### config.mk
export PLATFORM = sky130hd
export DESIGN_NAME = rr_onehot_arbiter
export DESIGN_NICKNAME = d
export VERILOG_FILES = /design/src/rtl/rr_onehot_arbiter.sv
export SDC_FILE = /design/constraint.sdc
export NUM_CORES = 1
export LEC_CHECK = 0
export ABC_AREA = 1
export CAP_MARGIN = 20
export CORE_MARGIN = 5
export CORE_UTILIZATION = 50
export CTS_BUF_LIST = sky130_fd_sc_hd__clkbuf_8
export DETAILED_ROUTE_END_ITERATION = 6
export HOLD_SLACK_MARGIN = 0.03
export PLACE_DENSITY_LB_ADDON = 0.15
export RECOVER_POWER = 50
export SKIP_LAST_GASP = 1
export SYNTH_ARGS = -nofsm -noshare
export SYNTH_HDL_FRONTEND = slang
export SYNTH_SLANG_ARGS = --single-unit
export TNS_END_PERCENT = 50
### constraint.sdc
create_clock -name clk -period 5 [get_ports clk]
set_input_delay 0.75 -clock clk [delete_from_list [all_inputs] [get_ports clk]]
set_output_delay 0.75 -clock clk [all_outputs]
set_load 0.01 [all_outputs]
### src/rtl/rr_onehot_arbiter.sv
`default_nettype none
// ============================================================================
// Module      : rr_onehot_arbiter
// Description : Round-robin arbiter for 16 level-sensitive request lines.
//               Produces a registered one-hot grant (all-zero or exactly one
//               bit set) for a downstream 16-to-4 one-hot encoder. A grant is
//               released by done_in, loss of the owner's request, enable low,
//               or expiry of an optional hold limit (MAX_HOLD, 0 = unlimited).
//               Every release is followed by at least one all-zero cycle.
//               Optional feature macro: RR_ARB_GRANT_ID_EN adds a registered
//               4-bit grant_id output carrying the owner index.
// Revision    : 1.0 - initial release
// ============================================================================
module rr_onehot_arbiter #(
    parameter int MAX_HOLD = 8
) (
    input  logic        clk,
    input  logic        reset,
    input  logic        enable,
    input  logic [15:0] req_in,
    input  logic        done_in,
    output logic [15:0] grant_out,
    output logic        grant_valid,
    output logic        forced_rel
`ifdef RR_ARB_GRANT_ID_EN
    ,
    output logic [3:0]  grant_id
`endif
);

    localparam logic [0:0] c_IDLE       = 1'b0;
    localparam logic [0:0] c_GRANT      = 1'b1;
    localparam logic [7:0] c_HOLD_LIMIT = MAX_HOLD[7:0];
    localparam logic       c_HOLD_EN    = (MAX_HOLD != 0);
    localparam logic [7:0] c_HOLD_SAT   = 8'hFF;

    logic [0:0]  state_q,       state_d;
    logic [3:0]  ptr_q,         ptr_d;
    logic [3:0]  owner_q,       owner_d;
    logic [7:0]  hold_cnt_q,    hold_cnt_d;
    logic [15:0] grant_out_q,   grant_out_d;
    logic        grant_valid_q, grant_valid_d;
    logic        forced_rel_q,  forced_rel_d;
`ifdef RR_ARB_GRANT_ID_EN
    logic [3:0]  grant_id_q,    grant_id_d;
`endif

    logic        w_sel_found;
    logic [3:0]  w_sel_idx;
    logic        w_start;
    logic        w_rel_user;
    logic        w_rel_timer;
    logic        w_release;

    // Pick the first requester at or after ptr, wrapping modulo 16
    always_comb begin
        w_sel_found = 1'b0;
        w_sel_idx   = 4'd0;
        for (int i = 0; i < 16; i++) begin
            if (!w_sel_found && req_in[ptr_q + 4'(i)]) begin
                w_sel_found = 1'b1;
                w_sel_idx   = ptr_q + 4'(i);
            end
        end
    end

    // Start and release qualifiers; user causes suppress the forced-release flag
    always_comb begin
        w_start     = enable & w_sel_found;
        w_rel_user  = done_in | ~req_in[owner_q] | ~enable;
        w_rel_timer = c_HOLD_EN & (hold_cnt_q == c_HOLD_LIMIT);
        w_release   = w_rel_user | w_rel_timer;
    end

    // State register and all flops
    always_ff @(posedge clk) begin
        if (reset) begin
            state_q       <= c_IDLE;
            ptr_q         <= 4'd0;
            owner_q       <= 4'd0;
            hold_cnt_q    <= 8'd0;
            grant_out_q   <= 16'h0000;
            grant_valid_q <= 1'b0;
            forced_rel_q  <= 1'b0;
`ifdef RR_ARB_GRANT_ID_EN
            grant_id_q    <= 4'd0;
`endif
        end else begin
            state_q       <= state_d;
            ptr_q         <= ptr_d;
            owner_q       <= owner_d;
            hold_cnt_q    <= hold_cnt_d;
            grant_out_q   <= grant_out_d;
            grant_valid_q <= grant_valid_d;
            forced_rel_q  <= forced_rel_d;
`ifdef RR_ARB_GRANT_ID_EN
            grant_id_q    <= grant_id_d;
`endif
        end
    end

    // Next-state: FSM state, rotation pointer, owner and hold counter
    always_comb begin
        state_d    = state_q;
        ptr_d      = ptr_q;
        owner_d    = owner_q;
        hold_cnt_d = hold_cnt_q;
        case (state_q)
            c_IDLE: begin
                if (w_start) begin
                    state_d    = c_GRANT;
                    owner_d    = w_sel_idx;
                    hold_cnt_d = 8'd1;
                end
            end
            c_GRANT: begin
                if (w_release) begin
                    state_d    = c_IDLE;
                    ptr_d      = owner_q + 4'd1;
                    hold_cnt_d = 8'd0;
                end else if (hold_cnt_q != c_HOLD_SAT) begin
                    hold_cnt_d = hold_cnt_q + 8'd1;
                end
            end
            default: begin
                state_d = c_IDLE;
            end
        endcase
    end

    // Output next values; release always yields a zero cycle before any new grant
    always_comb begin
        grant_out_d   = 16'h0000;
        grant_valid_d = 1'b0;
        forced_rel_d  = 1'b0;
`ifdef RR_ARB_GRANT_ID_EN
        grant_id_d    = 4'd0;
`endif
        case (state_q)
            c_IDLE: begin
                if (w_start) begin
                    grant_out_d   = 16'd1 << w_sel_idx;
                    grant_valid_d = 1'b1;
`ifdef RR_ARB_GRANT_ID_EN
                    grant_id_d    = w_sel_idx;
`endif
                end
            end
            c_GRANT: begin
                if (w_release) begin
                    forced_rel_d = w_rel_timer & ~w_rel_user;
                end else begin
                    grant_out_d   = grant_out_q;
                    grant_valid_d = 1'b1;
`ifdef RR_ARB_GRANT_ID_EN
                    grant_id_d    = owner_q;
`endif
                end
            end
            default: begin
                grant_out_d = 16'h0000;
            end
        endcase
    end

    assign grant_out   = grant_out_q;
    assign grant_valid = grant_valid_q;
    assign forced_rel  = forced_rel_q;
`ifdef RR_ARB_GRANT_ID_EN
    assign grant_id    = grant_id_q;
`endif

endmodule
`default_nettype wire
# After elaboration in Yosys (flattened, before gate mapping)
# Index checks and enable logic that the tools add are counted.
[word_totals]
ff_bits = 34
input_bits = 20
word_cells = 166
[classes]
n_addsub = 17
magnitude_cmp = 17
eq_ne = 5
shift = 1
n_mux = 76
bitwise_logic = 10
reduce_logical = 34
[ops]
columns = ["op", "count"]
rows = [
  ["4-bit by 5-bit < comparator with 1-bit output (second input constant)", 17],
  ["1-bit binary-select mux with 4-bit select", 17],
  ["4-bit two-way mux", 16],
  ["1-bit two-way mux", 35],
  ["4-bit adder (second input constant)", 8],
  ["16-bit two-way mux", 2],
  ["16-bit one-hot mux with 2 select lines", 1],
  ["8-bit two-way mux", 3],
  ["4-bit by 3-bit adder with 4-bit output (second input constant)", 4],
  ["8-bit one-hot mux with 2 select lines", 1],
  ["1-bit by 4-bit << shifter with 16-bit output (first input constant)", 1],
  ["1-bit logical AND", 15],
  ["1-bit zero test", 15],
  ["4-bit by 1-bit adder with 4-bit output (second input constant)", 2],
  ["4-bit by 2-bit adder with 4-bit output (second input constant)", 2],
  ["8-bit by 1-bit adder with 8-bit output (second input constant)", 1],
  ["8-bit by 4-bit equality test with 1-bit output (second input constant)", 1],
  ["8-bit inequality test (second input constant)", 1],
  ["2-bit AND reduction", 3],
  ["1-bit inverter", 5],
  ["3-bit by 1-bit inequality test with 1-bit output (second input constant)", 1],
  ["1-bit OR", 3],
  ["3-bit OR reduction", 1],
  ["1-bit AND", 2],
  ["3 further kinds", 3],
]

# Depth between registers and ports, before layout
[depth]
depth_word = 51
depth_mapped = 33
ltp_nobuf = 31

# Worst setup path after synthesis
# OpenSTA, ideal clock, no wires.
[synth_path]
kind = "register -> register"
start = "register ptr_q[1]"
end = "register owner_q[2]"
setup_ps = 129
arrival_time_ps = 3331
t_required_ps = 4871
slack_ps = 1540
stages_incl_launch_ff = 25
path_buffers = 3
period_less_slack_ps = 3460
path_cell_list = "dfxtp_1 > inv_1 > buf_2 > ha_1 > clkbuf_1 > nand3_1 > nand3_1 > nand3_1 > nand2_2 > nand4_4 > nor2_4 > nand4_4 > nor2_4 > nand2_2 > nor2_4 > nand3_2 > nor2_4 > nand2_1 > o21ai_1 > inv_1 > nand2_2 > inv_2 > buf_2 > o21ai_1 > a21oi_1"
[synth_via]
elab_chain_cells = 50
word_cells_on_any_way = 111
[synth_rtl]
columns = ["element", "line_no", "source"]
rows = [
  ["from (decl)", "38", "logic [3:0] ptr_q, ptr_d;"],
  ["from (signal assigned)", "90", "ptr_q <= ptr_d;"],
  ["parallel branches: the longest is 50 deep, another holds 4-bit by 1-bit adder with 4-bit output", "n/a", ""],
  ["to (signal assigned)", "91", "owner_q <= owner_d;"],
  ["to (decl)", "39", "logic [3:0] owner_q, owner_d;"],
]
# Several ways; the timed one is not identified. The select of a mux whose other input is x is not followed.
# A chain may end at the register's enable or synchronous reset.

# Worst setup path in the final report
[layout_path]
start = "register ptr_q[1]"
end = "register hold_cnt_q[0]"
[layout_via]
elab_chain_cells = 51
word_cells_on_any_way = 96
[layout_rtl]
columns = ["element", "line_no", "source"]
rows = [
  ["parallel branches: the longest is 47 deep, another holds 4-bit by 1-bit adder with 4-bit output", "n/a", ""],
  ["1-bit two-way mux *", "60", "if (!w_sel_found && req_in[ptr_q + 4'(i)]) begin"],
  ["1-bit AND *", "69", "w_start = enable & w_sel_found;"],
  ["2-bit inequality test (no source line) *", "n/a", ""],
  ["2-bit AND reduction (no source line) *", "n/a", ""],
  ["to (signal assigned)", "92", "hold_cnt_q <= hold_cnt_d;"],
  ["to (decl)", "40", "logic [7:0] hold_cnt_q, hold_cnt_d;"],
]
# Mark *: on every way between the ends. The select of a mux whose other input is x is not followed.

==> results.cfg <==
[run_status]
status = complete, no violations

[floorplanning]
dieArea_um2 = 8638
rows = 30
io_pins = 38
start_util_pct = 50.91
die_h_um = 92.94
core_region_area_um2 = 6756
die_x_um = 92.94

[flow_run]
cap_viol_max_count = 0

[synth]
synth_area_um2 = 3440
syn_area_per_cell_um2 = 5.676
yosysMostFrequentCell = nand2_1
yosys_warnings = 0
synth_flop_cell = dfxtp_1
synth_edf_count = 0
synth_seq_cells = 34
synthesis.instances = 606
synth_nets = 636
yosysTopAreaCell = dfxtp_1
synthTopCellsByCount = 181 x nand2_1, 116 x nand3_1, 58 x inv_1, 56 x nor2_1
async_flop_share_pct = 0
netlist_top_cells_area = dfxtp_1 20%, nand2_1 20%, nand3_1 17%, inv_1 6.3%, nor2_1 6.1%
synthDominantCellAreaShare_pct = 19.79
ys_seq_area_share_pct = 19.79
yosysUniqueCellTypes = 36

[detailed_routing]
drc = 0
detail_route.iter0.violations = 336
postRouteAntennaNets = 0
wl_mm = 10.52
via_count = 4060
firstDrtPassIters = 5
wl_per_cell_um = 14.61
via_per_inst = 5.639

[setup_path]
worstPathArrival_ps = 4170
cp.required_ps = 5160
crit_fanout = 15
crit_slowest_cell = inv_1
rr_worst_depth = 22
end_kind = register
cpPeakStageDelay_ps = 380
crit_path_start_kind = register
crit_type = register to register
crit_chain = inv_1 > ha_1 > inv_1 > nand3_1 > nand3_1 > nand3_1 > nand2_1 > nand4_4 > nor2_4 > nand4_4 > nor2_4 > nand2_2 > nor2_4 > nand3_2 > nor2_4 > nand2_1 > o21ai_0 > nand2_1 > nand2_1 > inv_2 > o21ai_1 > a31oi_1

[grt]
grt_antenna_before_repair = 0
grt_max_degree = 23
grt_pass1_wl_mm = 18.00
track_usage_pct = 25.43
grt_pass1_vias = 3940
overflow = 0

[sta]
finalSetupViolations = 0
fin_tns_setup_ps = 0
fmax_mhz = 249.0
rsz0062_at_grt = no
fin_skew_ps = 6.573
slew_violations = 0
worstMarginPinSlew_ps = 729.6
hold_viol = 0
fin_crit_sh_pct = 80.32
relSlewSlack_pct = 51.01
min_period_ps = 4016

[layout]
final_area_um2 = 3986
drive_above_1_share_pct = 6.563
nNetsFinal = 670
antenna_cells = 0
fill_cells = 699
syn_to_final_growth_pct = 15.90

[clocking]
cts_buffers = 5
cts-resized-gates = 0
cts_hold_buffers = 0
cts_max_path_buffers = 2
post_cts_buffers = 0
root_buffer = clkbuf_8
cts_tree = done
clk_latency_ps = 280
clk_pin_slew_ps = 70
htreeDepth = 2
clock-sinks = 34

[pwr]
ir_worst_vdd_mv = 0.3127
pwr_density_cell_nw_per_um2 = 340.6
p_leak_uw = 0.001917

[place]
dpl.hpwl_mm = 8.454
placed_area_um2 = 3879
numPortBuffers = 37
gp_congestion = 0.9602

[hold_path]
min-delay-path-class = register to register
whs_path_depth = 2
==> logic make-up (layout without fill, tap and decap cells) <==
family                     count (synthesis)  in the layout  synth area share [%]
and+or+nand+nor                          391            391                 51.44
buffers and inverters                     88            122                 10.37
AOI/OAI and AO/OA                         70             70                 11.24
DFF                                       34             34                 19.79
xor gates and xnor gates                  13             13                 3.529
adders and majority gates                 10             10                 3.638
==> layout by cell type (no fill, tap or decap), types with 6 or more instances in the layout <==
cell,count
clkbuf_8,6
nand2_1,183
dfxtp_1,34
nor3_1,7
nand3_1,116
buf_4,8
o21ai_0,18
a21oi_1,34
ha_1,10
nor2_1,56
inv_2,7
xor2_1,9
inv_1,58
clkdlybuf4s50_1,17
dlygate4sd3_1,20
nand2_2,6
==> per-stage QoR <==
stage          cells  hold slack, ps  worst slack, ps  util, %  total power [µW]
2_1_floorplan    606           433.8             1540        -             885.4
3_3_place_gp     713           453.3             1072    57.41              1093
3_5_place_dp     713           455.6             1046    57.41              1095
4_1_cts          720           466.9             1038    59.07              1358
5_1_grt          720           483.5            502.5    59.00              1476
6_report         720           463.4            983.8    59.00              1358
==> cell type report <==
type,instances,area [µm²],share of cell area [%]
inverter,70,265.3,6.654
timing repair buffer,45,430.4,10.80
multi-input combinational,484,2397,60.14
tap,80,100.1,2.511
clock inverter,1,30.03,0.7533
sequential,34,680.7,17.07
clock buffer,6,82.58,2.072
==> where the power goes <==
part	internal [µW]	leakage (µW)	switching [µW]
Sequential	289	0.000276	21.5
Clock	159	0.0000573	97.1
Combinational	244	0.00158	547
Total	692	0.00192	665
==> layer usage <==
layer | track usage, % | wire length, µm | vias up
met5 | 0 | 0 | -
met4 | 12.45 | 427 | 0
met3 | 3.737 | 565 | 37
met2 | 42.59 | 4977 | 151
met1 | 31.69 | 4552 | 1823
li1 | - | - | 2049
==> path summary, 6_finish.rpt <==
| path | from | end | slack, ps |
|---|---|---|---|
| setup reg to reg | ptr_q[1] | hold_cnt_q[0] | 980 |
| hold reg to reg | grant_out[2] | grant_out[2] | 460 |
| hold / removal | grant_out[2] | grant_out[2] | 460 |
| setup / recovery | ptr_q[1] | hold_cnt_q[0] | 980 |
==> state kept, by name, summed over array words and instances (netlist names) <==
register	cells
grant_out	16
hold_cnt_q	8
owner_q	4
ptr_q	4
forced_rel	1
grant_valid	1
==> critical path, delay by kind of cell, from the launching register on <==
family / cells / cell delay [ps]
DFF: 1 / 320
and+or+nand+nor: 15 / 2000
AOI/OAI and AO/OA: 3 / 440
buffers and inverters: 3 / 790
adders and majority gates: 1 / 340
No activity file was read; power rests on OpenSTA's default activity.
